==> config.mk <==
export PLATFORM = sky130hd
export DESIGN_NAME = axi_lite_scratchpad_arbiter_flat
export DESIGN_NICKNAME = d
export VERILOG_FILES = /design/src/rtl/axi_lite_scratchpad_arbiter_if.sv /design/src/rtl/axi_lite_scratchpad_arbiter.sv /design/src/flat_wrapper.sv
export SDC_FILE = /design/constraint.sdc
export NUM_CORES = 1
export LEC_CHECK = 0
export ABC_AREA = 0
export BUFFER_PORTS_ARGS = -buffer_cell sky130_fd_sc_hd__buf_2
export CAP_MARGIN = 10
export CORE_ASPECT_RATIO = 0.7
export CORE_MARGIN = 4
export CORE_UTILIZATION = 40
export DETAILED_ROUTE_END_ITERATION = 8
export GPL_TIMING_DRIVEN = 0
export PLACE_DENSITY = 0.82
export RECOVER_POWER = 50
export REMOVE_ABC_BUFFERS = 1
export SYNTH_ARGS = -nofsm -noshare
export SYNTH_HDL_FRONTEND = slang
export SYNTH_SLANG_ARGS = --single-unit
export TNS_END_PERCENT = 20
==> constraint.sdc <==
create_clock -name clk -period 4.15 [get_ports clk]
set_input_delay 1.0375 -clock clk [delete_from_list [all_inputs] [get_ports clk]]
set_output_delay 1.0375 -clock clk [all_outputs]
set_load 0.01 [all_outputs]
==> src/rtl/axi_lite_scratchpad_arbiter_if.sv <==
// AXI4-Lite master-side bundle for the scratchpad arbiter.
// master modport: arbiter drives AW/W/AR valids, addresses, write data, B/R readies.
// slave modport : scratchpad drives readies, B/R responses and read data.
interface axi_lite_scratchpad_arbiter_if #(
    parameter int unsigned ADDR_W_p = 4
);
    localparam int unsigned DATA_W = 32;
    localparam int unsigned STRB_W = 4;
    localparam int unsigned RESP_W = 2;

    logic [ADDR_W_p-1:0] o_axi_awaddr;
    logic                o_axi_awvalid;
    logic                i_axi_awready;
    logic [DATA_W-1:0]   o_axi_wdata;
    logic [STRB_W-1:0]   o_axi_wstrb;
    logic                o_axi_wvalid;
    logic                i_axi_wready;
    logic [RESP_W-1:0]   i_axi_bresp;
    logic                i_axi_bvalid;
    logic                o_axi_bready;
    logic [ADDR_W_p-1:0] o_axi_araddr;
    logic                o_axi_arvalid;
    logic                i_axi_arready;
    logic [DATA_W-1:0]   i_axi_rdata;
    logic [RESP_W-1:0]   i_axi_rresp;
    logic                i_axi_rvalid;
    logic                o_axi_rready;

    modport master (
        output o_axi_awaddr, o_axi_awvalid, o_axi_wdata, o_axi_wstrb, o_axi_wvalid,
        output o_axi_bready, o_axi_araddr, o_axi_arvalid, o_axi_rready,
        input  i_axi_awready, i_axi_wready, i_axi_bresp, i_axi_bvalid,
        input  i_axi_arready, i_axi_rdata, i_axi_rresp, i_axi_rvalid
    );

    modport slave (
        input  o_axi_awaddr, o_axi_awvalid, o_axi_wdata, o_axi_wstrb, o_axi_wvalid,
        input  o_axi_bready, o_axi_araddr, o_axi_arvalid, o_axi_rready,
        output i_axi_awready, i_axi_wready, i_axi_bresp, i_axi_bvalid,
        output i_axi_arready, i_axi_rdata, i_axi_rresp, i_axi_rvalid
    );
endinterface

==> src/rtl/axi_lite_scratchpad_arbiter.sv <==
// Two-requester round-robin arbiter in front of an AXI4-Lite scratchpad.
// One transaction outstanding at a time; completion signalled by a one-cycle o_ack.
// Ports: clk, rst_n (async, active-low); i_req/i_we/i_addr/i_wdata/i_wstrb per requester;
//        o_ack/o_rdata/o_resp completion; axi = AXI4-Lite master bundle.
module axi_lite_scratchpad_arbiter #(
    parameter int unsigned ADDR_W_p = 4
) (
    input  logic                    clk,
    input  logic                    rst_n,
    input  logic [1:0]              i_req,
    input  logic [1:0]              i_we,
    input  logic [2*ADDR_W_p-1:0]   i_addr,
    input  logic [63:0]             i_wdata,
    input  logic [7:0]              i_wstrb,
    output logic [1:0]              o_ack,
    output logic [31:0]             o_rdata,
    output logic [1:0]              o_resp,
    axi_lite_scratchpad_arbiter_if.master axi
);
    localparam int unsigned DATA_W = 32;
    localparam int unsigned STRB_W = 4;
    localparam int unsigned RESP_W = 2;
    localparam int unsigned NREQ   = 2;

    typedef enum logic [2:0] {IDLE, WRITE, WR_RESP, READ, RD_RESP} state_t;

    state_t              state_q, state_d;
    logic                gnt_q, gnt_d;
    logic                rr_q, rr_d;
    logic [ADDR_W_p-1:0] awaddr_q, awaddr_d, araddr_q, araddr_d;
    logic [DATA_W-1:0]   wdata_q, wdata_d;
    logic [STRB_W-1:0]   wstrb_q, wstrb_d;
    logic                awvalid_q, awvalid_d, wvalid_q, wvalid_d, arvalid_q, arvalid_d;
    logic                bready_q, bready_d, rready_q, rready_d;
    logic [NREQ-1:0]     ack_q, ack_d;
    logic [DATA_W-1:0]   rdata_q, rdata_d;
    logic [RESP_W-1:0]   resp_q, resp_d;

    logic                win;
    logic                sel_we;
    logic [ADDR_W_p-1:0] sel_addr;
    logic [DATA_W-1:0]   sel_wdata;
    logic [STRB_W-1:0]   sel_wstrb;

    // Winner pick: on a tie the requester not served last goes first.
    always_comb begin
        win       = 1'b0;
        if (i_req == 2'b11) win = ~rr_q;
        else                win = i_req[1];
        sel_we    = win ? i_we[1]                        : i_we[0];
        sel_addr  = win ? i_addr[ADDR_W_p +: ADDR_W_p]   : i_addr[0 +: ADDR_W_p];
        sel_wdata = win ? i_wdata[DATA_W +: DATA_W]      : i_wdata[0 +: DATA_W];
        sel_wstrb = win ? i_wstrb[STRB_W +: STRB_W]      : i_wstrb[0 +: STRB_W];
    end

    // Next-state and next-output logic; every output is registered from these.
    always_comb begin
        state_d   = state_q;
        gnt_d     = gnt_q;
        rr_d      = rr_q;
        awaddr_d  = awaddr_q;
        araddr_d  = araddr_q;
        wdata_d   = wdata_q;
        wstrb_d   = wstrb_q;
        awvalid_d = awvalid_q;
        wvalid_d  = wvalid_q;
        arvalid_d = arvalid_q;
        bready_d  = bready_q;
        rready_d  = rready_q;
        ack_d     = '0;
        rdata_d   = rdata_q;
        resp_d    = resp_q;

        case (state_q)
            IDLE: begin
                // The ack cycle blocks a grant so the just-served requester can drop i_req.
                if ((|i_req) && !(|ack_q)) begin
                    gnt_d = win;
                    if (sel_we) begin
                        state_d   = WRITE;
                        awaddr_d  = sel_addr;
                        wdata_d   = sel_wdata;
                        wstrb_d   = sel_wstrb;
                        awvalid_d = 1'b1;
                        wvalid_d  = 1'b1;
                    end else begin
                        state_d   = READ;
                        araddr_d  = sel_addr;
                        arvalid_d = 1'b1;
                    end
                end
            end
            WRITE: begin
                // AW and W retire independently; leave once neither is pending.
                awvalid_d = awvalid_q && !axi.i_axi_awready;
                wvalid_d  = wvalid_q && !axi.i_axi_wready;
                if (!awvalid_d && !wvalid_d) begin
                    state_d  = WR_RESP;
                    bready_d = 1'b1;
                end
            end
            WR_RESP: begin
                if (axi.i_axi_bvalid) begin
                    state_d  = IDLE;
                    bready_d = 1'b0;
                    ack_d    = gnt_q ? 2'b10 : 2'b01;
                    resp_d   = axi.i_axi_bresp;
                    rr_d     = gnt_q;
                end
            end
            READ: begin
                if (axi.i_axi_arready) begin
                    state_d   = RD_RESP;
                    arvalid_d = 1'b0;
                    rready_d  = 1'b1;
                end
            end
            RD_RESP: begin
                if (axi.i_axi_rvalid) begin
                    state_d  = IDLE;
                    rready_d = 1'b0;
                    ack_d    = gnt_q ? 2'b10 : 2'b01;
                    resp_d   = axi.i_axi_rresp;
                    rdata_d  = axi.i_axi_rdata;
                    rr_d     = gnt_q;
                end
            end
            default: state_d = IDLE;
        endcase
    end

    // State and output registers.
    always_ff @(posedge clk or negedge rst_n) begin
        if (!rst_n) begin
            state_q   <= IDLE;
            gnt_q     <= 1'b0;
            rr_q      <= 1'b1;
            awaddr_q  <= '0;
            araddr_q  <= '0;
            wdata_q   <= '0;
            wstrb_q   <= '0;
            awvalid_q <= 1'b0;
            wvalid_q  <= 1'b0;
            arvalid_q <= 1'b0;
            bready_q  <= 1'b0;
            rready_q  <= 1'b0;
            ack_q     <= '0;
            rdata_q   <= '0;
            resp_q    <= '0;
        end else begin
            state_q   <= state_d;
            gnt_q     <= gnt_d;
            rr_q      <= rr_d;
            awaddr_q  <= awaddr_d;
            araddr_q  <= araddr_d;
            wdata_q   <= wdata_d;
            wstrb_q   <= wstrb_d;
            awvalid_q <= awvalid_d;
            wvalid_q  <= wvalid_d;
            arvalid_q <= arvalid_d;
            bready_q  <= bready_d;
            rready_q  <= rready_d;
            ack_q     <= ack_d;
            rdata_q   <= rdata_d;
            resp_q    <= resp_d;
        end
    end

    assign o_ack             = ack_q;
    assign o_rdata           = rdata_q;
    assign o_resp            = resp_q;
    assign axi.o_axi_awaddr  = awaddr_q;
    assign axi.o_axi_awvalid = awvalid_q;
    assign axi.o_axi_wdata   = wdata_q;
    assign axi.o_axi_wstrb   = wstrb_q;
    assign axi.o_axi_wvalid  = wvalid_q;
    assign axi.o_axi_bready  = bready_q;
    assign axi.o_axi_araddr  = araddr_q;
    assign axi.o_axi_arvalid = arvalid_q;
    assign axi.o_axi_rready  = rready_q;
endmodule

==> src/flat_wrapper.sv <==
// flat-port wrapper written by rule: the top's interface ports become plain ports
module axi_lite_scratchpad_arbiter_flat 
#(
    parameter int unsigned ADDR_W_p = 4
)
  (clk, rst_n, i_req, i_we, i_addr, i_wdata, i_wstrb, o_ack, o_rdata, o_resp, axi_o_axi_awaddr, axi_o_axi_awvalid, axi_o_axi_wdata, axi_o_axi_wstrb, axi_o_axi_wvalid, axi_o_axi_bready, axi_o_axi_araddr, axi_o_axi_arvalid, axi_o_axi_rready, axi_i_axi_awready, axi_i_axi_wready, axi_i_axi_bresp, axi_i_axi_bvalid, axi_i_axi_arready, axi_i_axi_rdata, axi_i_axi_rresp, axi_i_axi_rvalid);
  axi_lite_scratchpad_arbiter_if #(.ADDR_W_p(ADDR_W_p)) axi_i ();
  input  logic clk;
  input  logic rst_n;
  input  logic [1:0] i_req;
  input  logic [1:0] i_we;
  input  logic [2*ADDR_W_p-1:0] i_addr;
  input  logic [63:0] i_wdata;
  input  logic [7:0] i_wstrb;
  output logic [1:0] o_ack;
  output logic [31:0] o_rdata;
  output logic [1:0] o_resp;
  output wire logic [$bits(axi_i.o_axi_awaddr)-1:0] axi_o_axi_awaddr;
  output wire logic [$bits(axi_i.o_axi_awvalid)-1:0] axi_o_axi_awvalid;
  output wire logic [$bits(axi_i.o_axi_wdata)-1:0] axi_o_axi_wdata;
  output wire logic [$bits(axi_i.o_axi_wstrb)-1:0] axi_o_axi_wstrb;
  output wire logic [$bits(axi_i.o_axi_wvalid)-1:0] axi_o_axi_wvalid;
  output wire logic [$bits(axi_i.o_axi_bready)-1:0] axi_o_axi_bready;
  output wire logic [$bits(axi_i.o_axi_araddr)-1:0] axi_o_axi_araddr;
  output wire logic [$bits(axi_i.o_axi_arvalid)-1:0] axi_o_axi_arvalid;
  output wire logic [$bits(axi_i.o_axi_rready)-1:0] axi_o_axi_rready;
  input wire logic [$bits(axi_i.i_axi_awready)-1:0] axi_i_axi_awready;
  input wire logic [$bits(axi_i.i_axi_wready)-1:0] axi_i_axi_wready;
  input wire logic [$bits(axi_i.i_axi_bresp)-1:0] axi_i_axi_bresp;
  input wire logic [$bits(axi_i.i_axi_bvalid)-1:0] axi_i_axi_bvalid;
  input wire logic [$bits(axi_i.i_axi_arready)-1:0] axi_i_axi_arready;
  input wire logic [$bits(axi_i.i_axi_rdata)-1:0] axi_i_axi_rdata;
  input wire logic [$bits(axi_i.i_axi_rresp)-1:0] axi_i_axi_rresp;
  input wire logic [$bits(axi_i.i_axi_rvalid)-1:0] axi_i_axi_rvalid;
  assign axi_o_axi_awaddr = axi_i.o_axi_awaddr;
  assign axi_o_axi_awvalid = axi_i.o_axi_awvalid;
  assign axi_o_axi_wdata = axi_i.o_axi_wdata;
  assign axi_o_axi_wstrb = axi_i.o_axi_wstrb;
  assign axi_o_axi_wvalid = axi_i.o_axi_wvalid;
  assign axi_o_axi_bready = axi_i.o_axi_bready;
  assign axi_o_axi_araddr = axi_i.o_axi_araddr;
  assign axi_o_axi_arvalid = axi_i.o_axi_arvalid;
  assign axi_o_axi_rready = axi_i.o_axi_rready;
  assign axi_i.i_axi_awready = axi_i_axi_awready;
  assign axi_i.i_axi_wready = axi_i_axi_wready;
  assign axi_i.i_axi_bresp = axi_i_axi_bresp;
  assign axi_i.i_axi_bvalid = axi_i_axi_bvalid;
  assign axi_i.i_axi_arready = axi_i_axi_arready;
  assign axi_i.i_axi_rdata = axi_i_axi_rdata;
  assign axi_i.i_axi_rresp = axi_i_axi_rresp;
  assign axi_i.i_axi_rvalid = axi_i_axi_rvalid;
  axi_lite_scratchpad_arbiter #(.ADDR_W_p(ADDR_W_p)) u_core (.clk(clk), .rst_n(rst_n), .i_req(i_req), .i_we(i_we), .i_addr(i_addr), .i_wdata(i_wdata), .i_wstrb(i_wstrb), .o_ack(o_ack), .o_rdata(o_rdata), .o_resp(o_resp), .axi(axi_i));
endmodule
---- Word-level counts from Yosys, hierarchy flattened ----
Cells that the tools add are included.
Widths: inputs -> output; s select.
word-level totals
  bits in registers ....................... 90
  bits of input ports ..................... 127
  output and inout bits ................... 85
  word-level logic and storage cells ...... 92
cells by class
  equal/unequal tests ..................... 12
  multiplexer cells ....................... 36
  bitwise logic cells ..................... 2
  reductions and logical operators ........ 27
operators with widths
  kind                count
  $mux 32             1
  $reduce_and 3->1    6
  $mux 3              5
  $pmux 3 s5          1
  $mux 1              13
  $mux 2              6
  $pmux 1 s2          6
  $reduce_bool 2->1   5
  $mux 4              2
  $ne 2x2->1 const B  4
  $pmux 2 s2          2
  $eq 3x2->1 const B  2
  $ne 2x1->1 const B  3
  $logic_not 1->1     5
  $reduce_and 5->1    1
  $logic_and 1x1->1   4
  $reduce_and 2->1    2
  $reduce_and 4->1    1
  $reduce_or 2->1     2
  $eq 3x1->1 const B  1
  $eq 3x3->1 const B  1
  $logic_not 3->1     1
  $eq 2x2->1 const B  1
  $not 1->1           2

---- Longest topological paths before layout ----
  word-level depth ........................ 6
  mapped depth ............................ 7
  depth with buffers taken out ............ 4

---- Least setup slack after synthesis ----
Ideal clock, no wire load.
  path type ............................... input to register
  from .................................... input i_req[1]
  to ...................................... register u_core.awaddr_q[0], in the netlist u_core.axi.o_axi_awaddr[0]
  setup time .............................. 0.127 ns
  arrival ................................. 2.383 ns
  data required time ...................... 4.023 ns
  setup slack ............................. 1.639 ns
  stages on the path ...................... 5
  path buffers ............................ 1
  path through ............................ a21boi_2 > mux2i_1 > nor4_4 > buf_6 > mux2_1
on the way
  word-level cells in the longest chain between the ends .. 4
  elaborated cells on any way between the ends .. 7
  classes of those cells .................. eq/ne (1); mux (3); reduce/logical (3)
ends and longest elaborated chain
  element                     RTL line                            source
  start: declaration          flat_wrapper.sv:10                  input logic [1:0] i_req;
  $eq 2x2->1                  axi_lite_scratchpad_arbiter.sv:48   if (i_req == 2'b11) win = ~rr_q;
  $mux 1                      axi_lite_scratchpad_arbiter.sv:48
  $mux 1                      axi_lite_scratchpad_arbiter.sv:50   sel_we = win ? i_we[1] : i_we[0];
  $reduce_and 3->1 (no line)  -
  end signal: assignment      axi_lite_scratchpad_arbiter.sv:154  awaddr_q <= awaddr_d;
  end: declaration            axi_lite_scratchpad_arbiter.sv:30   logic [ADDR_W_p-1:0] awaddr_q, awaddr_d, araddr_q, araddr_d;
Several ways; a longest one is shown, not always the timed one.
A chain may end at the register's enable or synchronous reset.

---- Worst setup path after layout ----
  from .................................... input i_req[0]
  to ...................................... register u_core.wdata_q[29], in the netlist u_core.axi.o_axi_wdata[29]
on the way
  word-level cells in the longest chain between the ends .. 4
  elaborated cells on any way between the ends .. 7
  classes of those cells .................. eq/ne (1); mux (3); reduce/logical (3)
ends and longest elaborated chain
  element                     RTL line                            source
  $eq 2x2->1                  axi_lite_scratchpad_arbiter.sv:48
  $mux 1                      axi_lite_scratchpad_arbiter.sv:48
  $mux 1                      axi_lite_scratchpad_arbiter.sv:50
  $reduce_and 3->1 (no line)  -
  end signal: assignment      axi_lite_scratchpad_arbiter.sv:156  wdata_q <= wdata_d;
  end: declaration            axi_lite_scratchpad_arbiter.sv:31   logic [DATA_W-1:0] wdata_q, wdata_d;
Several ways; a longest one is shown, not always the timed one.

==> summary.md <==
| Metric | Value |
|---|---|
| Power density of the placed cells | `687 nW/um2` |
| Status | `finished with violations` |
| Post-synthesis xor/xnor area fraction | `0%` |
| Synthesized area | `4020 um2` |
| Final non-filler cell area | `around 5500 um2` |
| Combinational family with the most area after synthesis | `multiplexers` |
| Count of H-tree levels built during CTS | `3` |
| Initial antenna violation count | `0` |
| GRT Util Overall | `between 10% and 20%` |
| Final antenna-violating net count | `0` |
| Post-CTS Hold Buffers | `0` |
| Standard cell core area | `9760 um2` |
| Area enclosed by the die boundary | `about 12000 um2` |
| Number of storage elements in the synthesis netlist | `90` |
| Reg-to-reg startpoint | `u_core.rr_q` |
| First-pass GRT wire length | `approximately 15000 um` |
| Number of DRC markers after the initial detailed-route iteration | `53` |
| Latest clock arrival within the worst-skew pair | `330 ps` |
| Detailed placement HPWL | `7590 um` |
| Via count of the first global-routing pass | `approximately 3200` |
| Max Cap Violations | `1` |
| Final critical-path required period | `roughly 3000 ps` |
| Total leakage power | `about 2.6 nW` |
| Core utilization of the finished layout | `between 50% and 60%` |
| Critical Path AT | `roughly 3200 ps` |
| Final period util | `a little under three quarters` |
| Final Setup Violations | `0` |
| Post-cts sizing count | `0` |
| Violated checks | `max-capacitance violations, max-slew violations` |
| First-pass detailed-route iteration total | `4` |
| Final clock skew | `~6.2 ps` |
| Required time of the critical path | `about 4400 ps` |
| Post-synthesis share of cell area spent on and, or, nand and nor gates | `approximately 4.4%` |
| Max-slew violation count | `just over 40` |
| Clock transition time at the flip-flop clock pins of the worst setup and hold paths | `roughly 60 ps` |
| Area growth from synthesis to final layout | `36.1%` |
| CTS Buffer Depth | `2` |
| Floorplan die width | `128 um` |
| WL final | `9620 um` |
| Post-placement worst setup slack | `roughly 820 ps` |
| Element type at the critical path start | `input pin` |
| DRC viols | `0` |
| Number of fill cells in the layout | `approximately 840` |
| Total power after layout | `between 0.003 and 0.004 W` |
| Clock tree sinks | `90` |
| Routed wire per std cell | `roughly 15 um` |
| Post-placement cell area | `about 5200 um2` |
| Setup Fix Bufs, Post-CTS | `0` |
| Max frequency | `~0.34 GHz` |
| Class of the tightest hold or removal check | `reg2reg` |
| Vias per cell | `~4.8` |
| Routability Congestion | `between 0.7 and 0.8` |
| Largest voltage drop on the vdd net | `about 380 uV` |
| Total negative setup slack | `0 ps` |
| Post-layout worst setup margin | `about 1200 ps` |
| Synth Area in Adders | `0%` |
| Sequential-to-total area share from yosys stat | `56.1%` |
| Diode insertion count for antenna repair | `0` |
| Total via count in the routed design | `about 3000` |
| Count of synthesis-stage warnings from yosys | `0` |
| Class of the most critical setup path | `in2reg` |
| Total congestion overflow | `0` |
| Startpoint of the lowest-slack hold path | `u_core.gnt_q` |
| Synthesized area per cell | `about 14 um2` |
| Crit path max fanout | `32` |
| I/O pin cnt | `about 210` |
| Maximum number of pins on one net before global-route repair | `51` |
| Effective utilization at floorplan | `41.2%` |
| Crit. End Element | `register` |
| Cell count after synthesis | `278` |
| TritonCTS clock tree | `done` |
| Clock root buffer | `sky130_fd_sc_hd__clkbuf_16` |
| Max-slew headroom | `-44.2%` |
| Count of input and output buffers | `~210` |
| Measured slew at the worst slew-check pin | `between 2000 and 2500 ps` |
| RSZ-0062 raised after global routing | `false` |
| Layout cells sized above 1 | `56.8%` |
| Number of buffers created by CTS | `9` |
| Vertical die dimension | `about 92 um` |
| Compound-gate portion of the synthesized area | `under 10%` |
| Critical path origin | `i_req[0]` |
| Share of synthesized area spent on multiplexers | `about 34%` |
| Floorplan row count | `30` |
| Number of nets in the layout | `~600` |
| Number of failing hold endpoints at the final stage | `0` |
| Post-synth cell types | `29` |
through the flow:
stage,cells,hold WS (ps)
3_3_place_gp,602,439
6_report,623,469
3_5_place_dp,607,464
4_1_cts,623,473
2_1_floorplan,263,427
5_1_grt,623,495
final timing paths:
| path | slack, ps | cells after the start | endpoint |
|---|---|---|---|
| setup / recovery | 1200 | 8 | u_core.axi.o_axi_wdata[29] |
| hold / removal | 470 | 1 | u_core.o_ack[0] |
| setup reg to reg | 1650 | 7 | u_core.axi.o_axi_wdata[29] |
| hold reg to reg | 470 | 1 | u_core.o_ack[0] |
| max in group asynchronous | 1570 | 1 | u_core.axi.o_axi_wdata[6] |
| min in group asynchronous | 1340 | 1 | u_core.axi.o_axi_wdata[27] |
synth_stat cells, drive strengths merged:
| master | count | share of area [%] |
|---|---|---|
| o21a | 1 | 0.19 |
| o21ai | 6 | 0.75 |
| nor4 | 2 | 0.69 |
| mux2 | 118 | 33 |
| or4 | 1 | 0.28 |
| nand3b | 2 | 0.37 |
| nor2 | 6 | 0.56 |
| buf | 8 | 1.8 |
| mux2i | 3 | 0.75 |
| inv | 3 | 0.28 |
| nand2 | 8 | 0.75 |
| nor3 | 1 | 0.25 |
| a21oi | 5 | 0.62 |
| nand3 | 3 | 0.37 |
| nor2b | 3 | 0.47 |
| dfstp | 1 | 0.65 |
| o32ai | 1 | 0.22 |
| clkbuf | 7 | 0.65 |
| a2bb2oi | 2 | 0.44 |
| nand4 | 1 | 0.16 |
| dfrtp | 89 | 55 |
| nand2b | 1 | 0.16 |
| a31oi | 3 | 0.47 |
| and2 | 2 | 0.31 |
| a21boi | 1 | 0.28 |
state kept, by name, indices dropped and copies added, names as in the netlist, 2 cells and up:
name and flops:
u_core.axi.o_axi_wdata 32, u_core.o_rdata 32, u_core.axi.o_axi_araddr 4, u_core.axi.o_axi_awaddr 4
u_core.axi.o_axi_wstrb 4, u_core.state_q 3, u_core.o_ack 2, u_core.o_resp 2
power breakdown:
group	total (W)	internal [W]	leakage (nW)	switching, W
sequential	0.00156	0.00131	1.09	0.000252
combinational	0.00143	0.000722	1.38	0.000708
clock	0.000764	0.000440	0.138	0.000323
cell families after synthesis:
logic type	Yosys count
AOI/OAI and AO/OA	19
and+or+nand+nor	30
muxes	121
buffers and inverters	18
DFF	90
per-layer routing:
metal | global-route usage, % | up-vias | wire, um
met5 | 0 | - | 0
met4 | 3.45 | 0 | 51
met3 | 8.38 | 5 | 1300
met2 | 28.3 | 152 | 4610
met1 | 18.3 | 1404 | 3660
li1 | - | 1426 | -
cell usage in the layout (no fill, tap or decap), types with 2 or more instances in the layout:
master / netlist / routed
sky130_fd_sc_hd__mux2i_1: 3 / 3
sky130_fd_sc_hd__clkbuf_1: 7 / 35
sky130_fd_sc_hd__mux2_1: 38 / 38
sky130_fd_sc_hd__clkbuf_16: 0 / 9
sky130_fd_sc_hd__clkinvlp_4: 0 / 2
sky130_fd_sc_hd__mux2_2: 80 / 80
sky130_fd_sc_hd__clkbuf_8: 0 / 2
sky130_fd_sc_hd__buf_6: 4 / 2
sky130_fd_sc_hd__dfrtp_1: 89 / 89
sky130_fd_sc_hd__nand3b_1: 2 / 2
sky130_fd_sc_hd__nor2b_1: 3 / 3
sky130_fd_sc_hd__o21ai_0: 6 / 6
sky130_fd_sc_hd__inv_1: 3 / 3
sky130_fd_sc_hd__a2bb2oi_1: 2 / 2
sky130_fd_sc_hd__a21oi_1: 5 / 5
sky130_fd_sc_hd__nor2_1: 6 / 6
sky130_fd_sc_hd__a31oi_1: 3 / 3
sky130_fd_sc_hd__buf_2: 1 / 176
sky130_fd_sc_hd__nand3_1: 3 / 3
sky130_fd_sc_hd__nand2_1: 8 / 8
worst max-delay path, cell delays in order:
cell and delay (ps):
sky130_fd_sc_hd__clkbuf_1 110, sky130_fd_sc_hd__a21boi_4 450, sky130_fd_sc_hd__buf_12 280, sky130_fd_sc_hd__mux2i_1 180
sky130_fd_sc_hd__nor4_4 300, sky130_fd_sc_hd__buf_6 240, sky130_fd_sc_hd__buf_8 190, sky130_fd_sc_hd__mux2_1 350
final cells by class:
cell class	count	area (um2)	share of cell area (%)
Multi-Input combinational cell	170	1650	30.2
Sequential cell	90	2250	41.2
Tap cell	128	160	2.93
Timing Repair Buffer	216	1100	20.1
Clock inverter	5	37.5	0.687
Inverter	3	11.3	0.206
Clock buffer	11	253	4.62
Note: power is estimated with default switching activity, not from simulation.
